[src/rtl/dot_acc_pkg.sv]
// Shared definitions for the int8 dot-product accumulator datapath.
// Operand, product, accumulator and job-length widths live here so that the
// multiplier lanes and the accumulator agree on them. The optional product
// pipeline register is enabled in the top level by defining DOT_ACC_PIPE_EN.
package dot_acc_pkg;

  localparam int OP_W   = 8;   // signed operand width
  localparam int PROD_W = 16;  // full-precision signed product width
  localparam int ACC_W  = 23;  // accumulator width, matches the BF16 converter input
  localparam int LEN_W  = 8;   // job length width, up to 255 terms

  // DRAIN is only reachable when the product pipeline register is built in.
  typedef enum logic [1:0] {
    IDLE  = 2'd0,
    ACC   = 2'd1,
    DRAIN = 2'd2,
    DONE  = 2'd3
  } state_e;

  // Sign-extend a full-precision product to accumulator width.
  function automatic logic [ACC_W-1:0] sext_prod(input logic [PROD_W-1:0] p);
    return {{(ACC_W - PROD_W){p[PROD_W-1]}}, p};
  endfunction

endpackage

[src/rtl/int8_mul.sv]
// Combinational signed 8x8 -> 16 multiplier, shared by the PE lanes.
// Both operands are sign-extended to the product width first so the low
// PROD_W bits of the product are the exact signed result.
module int8_mul
  import dot_acc_pkg::*;
(
  input  logic [OP_W-1:0]   a_i,
  input  logic [OP_W-1:0]   b_i,
  output logic [PROD_W-1:0] p_o
);

  logic [PROD_W-1:0] a_ext_s;
  logic [PROD_W-1:0] b_ext_s;

  assign a_ext_s = {{(PROD_W - OP_W){a_i[OP_W-1]}}, a_i};
  assign b_ext_s = {{(PROD_W - OP_W){b_i[OP_W-1]}}, b_i};
  assign p_o     = a_ext_s * b_ext_s;

endmodule

[src/rtl/int8_dot_accumulator.sv]
// Signed int8 dot-product accumulator. A job is started with a term count,
// operand pairs are then streamed over a valid/ready handshake and their
// products summed into a 23-bit two's-complement accumulator. The sum is
// held on res_data with res_valid high until the consumer takes it.
// Define DOT_ACC_PIPE_EN to register the product before the adder; this adds
// a DRAIN state and one cycle of result latency without changing a_ready.
module int8_dot_accumulator
  import dot_acc_pkg::*;
(
  input  logic             clk,
  input  logic             rst,
  input  logic             start,
  input  logic [LEN_W-1:0] len,
  input  logic             a_valid,
  output logic             a_ready,
  input  logic [OP_W-1:0]  a_data,
  input  logic [OP_W-1:0]  b_data,
  output logic             res_valid,
  input  logic             res_ready,
  output logic [ACC_W-1:0] res_data,
  output logic             busy
);

  localparam logic [LEN_W-1:0] LEN_ONE = {{(LEN_W - 1){1'b0}}, 1'b1};

  state_e            state_q, state_d;
  logic [ACC_W-1:0]  acc_q, acc_d;
  logic [LEN_W-1:0]  rem_q, rem_d;
  logic [PROD_W-1:0] prod_s;
  logic [ACC_W-1:0]  addend_s;
  logic              hs_s;

  int8_mul u_mul (
    .a_i (a_data),
    .b_i (b_data),
    .p_o (prod_s)
  );

  // An operand pair is consumed only while accumulating.
  assign hs_s = (state_q == ACC) && a_valid;

`ifdef DOT_ACC_PIPE_EN
  logic [PROD_W-1:0] pipe_q, pipe_d;

  // The adder sees the product registered in the previous cycle; the register
  // holds zero whenever no pair was accepted, so adding it is always safe.
  assign addend_s = sext_prod(pipe_q);
`else
  // The adder sees this cycle's product directly.
  assign addend_s = sext_prod(prod_s);
`endif

  // Next-state, accumulator and term-counter update.
  always_comb begin
    state_d = state_q;
    acc_d   = acc_q;
    rem_d   = rem_q;
`ifdef DOT_ACC_PIPE_EN
    pipe_d  = '0;
`endif
    case (state_q)
      IDLE: begin
        if (start) begin
          acc_d   = '0;
          rem_d   = len;
          state_d = (len != '0) ? ACC : DONE;
        end else begin
          state_d = IDLE;
        end
      end
      ACC: begin
`ifdef DOT_ACC_PIPE_EN
        acc_d = acc_q + addend_s;
        if (hs_s) begin
          pipe_d = prod_s;
          rem_d  = rem_q - LEN_ONE;
          if (rem_q == LEN_ONE) begin
            state_d = DRAIN;
          end else begin
            state_d = ACC;
          end
        end else begin
          state_d = ACC;
        end
`else
        if (hs_s) begin
          acc_d = acc_q + addend_s;
          rem_d = rem_q - LEN_ONE;
          if (rem_q == LEN_ONE) begin
            state_d = DONE;
          end else begin
            state_d = ACC;
          end
        end else begin
          state_d = ACC;
        end
`endif
      end
      DRAIN: begin
`ifdef DOT_ACC_PIPE_EN
        acc_d = acc_q + addend_s;
`endif
        state_d = DONE;
      end
      DONE: begin
        if (res_ready) begin
          state_d = IDLE;
        end else begin
          state_d = DONE;
        end
      end
      default: begin
        state_d = IDLE;
      end
    endcase
  end

  // State, accumulator and counter registers with synchronous reset.
  always_ff @(posedge clk) begin
    if (rst) begin
      state_q <= IDLE;
      acc_q   <= '0;
      rem_q   <= '0;
    end else begin
      state_q <= state_d;
      acc_q   <= acc_d;
      rem_q   <= rem_d;
    end
  end

`ifdef DOT_ACC_PIPE_EN
  // Product pipeline register; cleared on reset so an aborted job leaves nothing behind.
  always_ff @(posedge clk) begin
    if (rst) begin
      pipe_q <= '0;
    end else begin
      pipe_q <= pipe_d;
    end
  end
`endif

  // All outputs are decoded from registered state or taken from the accumulator.
  assign a_ready   = (state_q == ACC);
  assign res_valid = (state_q == DONE);
  assign busy      = (state_q != IDLE);
  assign res_data  = acc_q;

endmodule

[config.mk]
export PLATFORM = sky130hd
export DESIGN_NAME = int8_dot_accumulator
export DESIGN_NICKNAME = d
export VERILOG_FILES = /design/src/rtl/dot_acc_pkg.sv /design/src/rtl/int8_mul.sv /design/src/rtl/int8_dot_accumulator.sv
export SDC_FILE = /design/constraint.sdc
export NUM_CORES = 1
export LEC_CHECK = 0
export ABC_AREA = 1
export CAP_MARGIN = 20
export CORE_ASPECT_RATIO = 0.9
export CORE_UTILIZATION = 55
export CTS_CLUSTER_SIZE = 14
export DETAILED_ROUTE_END_ITERATION = 8
export PLACE_DENSITY = 0.85
export SYNTH_ARGS = -nofsm -noshare
export SYNTH_HDL_FRONTEND = slang
export SYNTH_SLANG_ARGS = --single-unit
[constraint.sdc]
create_clock -name clk -period 10.25 [get_ports clk]
set_input_delay 2.05 -clock clk [delete_from_list [all_inputs] [get_ports clk]]
set_output_delay 2.05 -clock clk [all_outputs]
set_load 0.02 [all_outputs]
; ---- Word-level counts from Yosys, hierarchy flattened
; Cells that the tools add are included.
[totals]
in_bits = 29
ff_bits = 33
elab_cells = 30
[classes]
n_mux = 12
addsub = 2
multipliers = 1
n_eq_ne = 6
reduce_logical = 6
[ops]
columns = operator, n
row1 = 23-bit 2-to-1 mux, 2
row2 = 23-bit one-hot mux with 2 select lines, 1
row3 = 23-bit adder, 1
row4 = 8-bit by 8-bit multiplier with 16-bit output, 1
row5 = 8-bit 2-to-1 mux, 2
row6 = 8-bit one-hot mux with 2 select lines, 1
row7 = 2-bit 2-to-1 mux, 5
row8 = "8-bit by 1-bit equality test with 1-bit output, second input constant", 1
row9 = 2-bit one-hot mux with 4 select lines, 1
row10 = 8-bit nonzero test, 1
row11 = "8-bit by 1-bit subtractor with 8-bit output, second input constant", 1
row12 = "2-bit equality test, second input constant", 2
row13 = 2-bit nonzero test, 2
row14 = 3-bit AND reduction, 1
row15 = "2-bit by 1-bit equality test with 1-bit output, second input constant", 1
row16 = 2-bit logical NOT, 1
row17 = "2-bit by 1-bit != test with 1-bit output, second input constant", 1
row18 = "2-bit != test, second input constant", 1
row19 = 1-bit logical AND, 1

; ---- Depth between registers and ports, before layout
[depth]
word_depth = 4
ltp_mapped = 31

; ---- Modules after synthesis
; From an unflattened synthesis, not the netlist that was laid out.
[unflattened]
hier_cells = 925
area_unflattened_um2 = 5898.2
[modules_own_cells]
columns = mod, cells_each, seq_area_each_um2, n_inst, area_each_um2
row1 = int8_dot_accumulator, 510, 660.6, 1, 3059.2
row2 = int8_mul, 415, 0.0, 1, 2839.0

; ---- Worst setup path after synthesis
; Ideal clock, no wire load.
[synth_timing]
kind = input-to-reg
startpoint = in a_data[7]
endpoint = reg acc_q[22] (netlist: res_data[22])
path_buffers = 1
arrival_time_ns = 6.942
setup_ns = 0.137
setup_slack_ns = 3.171
path_stages = 27
cell_sequence = clkbuf_1 > nand2_1 > inv_1 > fa_1 > inv_1 > fa_1 > inv_1 > fa_1 > inv_1 > fa_1 > inv_1 > ha_1 > nand2_1 > nor2_1 > nand3_1 > nand3_2 > inv_1 > nand2_1 > nand2_2 > ha_1 > a21oi_1 > o21ai_0 > a21oi_1 > nand3_1 > nand3b_1 > nand3_1 > a21oi_1
[synth_via]
elab_chain_cells = 4
[synth_lines]
columns = item, line_no
row1 = start: declaration, int8_dot_accumulator.sv:16  ; input logic [OP_W-1:0] a_data,
row2 = 8-bit by 8-bit multiplier with 16-bit output, int8_mul.sv:17  ; assign p_o = a_ext_s * b_ext_s;
row3 = 23-bit adder, int8_dot_accumulator.sv:87  ; acc_d = acc_q + addend_s;
row4 = 23-bit 2-to-1 mux, int8_dot_accumulator.sv:86  ; if (hs_s) begin
row5 = 23-bit one-hot mux with 2 select lines, int8_dot_accumulator.sv:61  ; case (state_q)
row6 = end signal: assignment, int8_dot_accumulator.sv:122  ; acc_q <= '0;
row7 = end signal: assignment, int8_dot_accumulator.sv:126  ; acc_q <= acc_d;
row8 = end: declaration, int8_dot_accumulator.sv:27  ; logic [ACC_W-1:0] acc_q, acc_d;
; Every way passes these cells. The select of a mux whose other input is x is not followed.
; A chain may end at the register's enable or synchronous reset.

; ---- Final worst setup path
[layout_timing]
startpoint = in a_data[0]
endpoint = reg acc_q[17] (netlist: res_data[17])
; Same word-level chain as after synthesis.

==> flow_summary_export.csv <==
group,metric,value,unit
clock_tree,cts_tree,"yes",
route,detail_route.wl_per_cell,12.3,um
global_route,grt_max_degree,25,
power,power.density,294,mW/mm^2
critical_path,r2r_slack,7520,ps
timing,period_needed,7830,ps
route,routed_wl,12100,um
critical_path,path_class,"in2reg",
critical_path,cp-end-kind,"flip-flop",
clock_tree,clkSlewWorstSetupHoldPaths,80,ps
timing,fin_ws,2420,ps
power,total_leakage_power,3.40,nW
yosys,synth_edf_count,0,
clock_tree,clk_latency,290,ps
route,viasPerCell,5.14,
timing,setup_violations,0,
floorplan,ioPinCount,55,
timing,grt_setup_unrepaired,"no",
cells_and_area,drive_above_1_share,5.27,%
critical_path,worstPathMaxFanout,8,
clock_tree,cts_hold_buf,0,
outcome,status,"completed",
floorplan,coreArea,0.00966,mm^2
timing,drv_slew,0,
yosys,syn_area,0.00547,mm^2
cells_and_area,layout_common_cells,"198 x nand2_1, 193 x inv_1, 57 x a21oi_1",
power,finalPower,0.00181,W
timing,fmax,128,MHz
min_path,hold_start,"res_data[18]",
critical_path,cp_data_arrival_time,7980,ps
timing,holdWs,496,ps
critical_path,timing.rr.end,"rem_q[1]",
floorplan,die_y,96.6,um
cells_and_area,synthToLayoutAreaGrowth,12.4,%
cells_and_area,final_common_cell,"nand2_1",
job,max-cap-violations,0,
route,ant_nets,0,
timing,hold_viol,0,
floorplan,dieArea,0.0104,mm^2
yosys,netlist.area_leader.share,20.5,%
clock_tree,cts_made_buffers,5,
placement,gp_congestion,0.895,
yosys,synth_seq_cells,33,
power,ir_drop,181,uV
yosys,synth_nets,954,
route,drc_errors,0,
clock_tree,cts-root-buf,"clkbuf_8",
floorplan,rows,34,
global_route,grt_usage,24.8,%
floorplan,die_x,107,um
yosys,synth_top_area_cell,"fa_1",
placement,place.port_buffers,54,
yosys,ys_seq_area_share,12.1,%
cells_and_area,n_antenna_cell,0,
timing,fin_crit_sh,76.4,%
floorplan,start_util,56.7,%
placement,dp.final_hpwl,9940,um
clock_tree,cts_buffer_depth,2,
global_route,grt-ovfl-total,0,
clock_tree,cts_max_level,2,
placement,dp_cells,972,
min_path,holdPathEnd,"res_data[18]",
yosys,syn_inst,816,
timing,worst_pin_slew,1050,ps
placement,pre_cts_slack,2160,ps
critical_path,worstRegToRegCells,7,
cells_and_area,fin_nets,991,
clock_tree,post_cts_resized,0,
route,dr.pass1.iters,5,
yosys,avgSynthCellArea,6.71,um^2
timing,skew,7.46,ps
timing,setup_tns,0,ps
clock_tree,cts.sinks,33,
route,drtIter0Drc,388,
clock_tree,postCtsSetupRepairBufs,0,
yosys,async_flop_share,0,%
timing,relSlewSlack,30.0,%
min_path,hp-class,"reg2reg",
global_route,grt_first_pass_wirelength,21100,um
global_route,grt_pass1_vias,4762,
critical_path,r2r_start,"state_q[0]",
yosys,synth_ff_type,"dfxtp_1",
yosys,synth_area_leaders,"fa_1 20%, nand2_1 14%, inv_1 13%",
yosys,synth_cell_type_count,45,
cells_and_area,stdcell_count,980,
yosys,yosys_warnings,0,
critical_path,start_kind,"input port",
min_path,holdPathStages,2,
critical_path,cp.required,10400,ps
route,vias,5033,
global_route,antenna_found_initial,0,
-- synthesized netlist by cell type, types with 4 or more instances --
master and n:
nand2_1 198, inv_1 193, a21oi_1 57, fa_1 56, ha_1 53, nor2_1 42
nand3_1 40, dfxtp_1 33, o21ai_0 26, clkbuf_1 19, nand2_2 11, xor2_1 8
a31oi_1 7, nand4_1 6, o21ai_1 6, nor2_2 5, a21oi_2 4, inv_2 4
or2_2 4
-- sequential cells by signal, indices dropped and copies added, names as in the netlist --
name and flops:
res_data 23, rem_q 8, state_q 2
-- cells by family (layout without fill, tap and decap cells) --
group	Yosys count	after routing	synth area share, %
adders and majority gates	109	109	32.6
buffers and inverters	222	260	15.5
and+or+nand+nor	323	323	25.5
AOI/OAI and AO/OA	118	118	12.5
xor gates and xnor gates	11	11	1.76
DFF	33	33	12.1
-- layout make-up --
cell class / count / area [um^2]
inverters: 198 / 746
well taps: 126 / 158
flip-flops and latches: 33 / 661
repair buffers: 54 / 541
multi-input cells: 561 / 3960
clock buffers: 5 / 68.8
clock inverters: 3 / 17.5
fillers: 873 / 3500
-- worst max-delay path, stage by stage --
cell             delay [ps]
clkdlybuf4s50_1         590
or2_2                   390
fa_1                    510
fa_1                    570
inv_1                    60
fa_1                    530
inv_1                    50
fa_1                    530
inv_1                    40
ha_1                    350
inv_1                   110
o21bai_1                 90
a31oi_1                 290
o221ai_1                190
xnor2_1                 160
inv_1                    70
ha_1                    380
nand2_1                 140
nor4_2                  370
nand2_1                 110
nand2_2                 100
nand2_2                  60
nand2_1                  70
nand2_1                  70
nand3_2                  70
a21oi_2                  50
-- per-layer routing --
layer | vias up | track usage (%) | wire, um
met5 | - | 0 | 0
met4 | 0 | 4.74 | 120
met3 | 18 | 3.37 | 534
met2 | 116 | 38.9 | 5480
met1 | 2317 | 36.5 | 5960
li1 | 2582 | - | -
-- worst max path at each step --
stage	startpoint	to	slack (ps)
after CTS	b_data[2]	res_data[22]	2440
after global placement	b_data[7]	res_data[17]	2250
after global routing	b_data[2]	res_data[22]	1980
final	a_data[0]	res_data[17]	2420
after floorplan	a_data[7]	res_data[22]	3170
after detailed placement	b_data[2]	res_data[22]	2160
-- power breakdown --
part	switching (W)	leakage (nW)	total, W	internal (W)
Combinational	0.000976	3.09	0.00153	0.000555
Clock	0.0000549	0.0439	0.000102	0.0000469
Sequential	0.0000248	0.270	0.000178	0.000153
Total	0.00106	3.40	0.00181	0.000755
-- through the flow --
stage	cell area, um^2	utilization (%)
after floorplan	5470	-
after CTS	6150	63.7
after global routing	6150	63.7
final	6150	63.7
after global placement	6070	62.8
after detailed placement	6070	62.8
(Power assumes the default switching activity.)
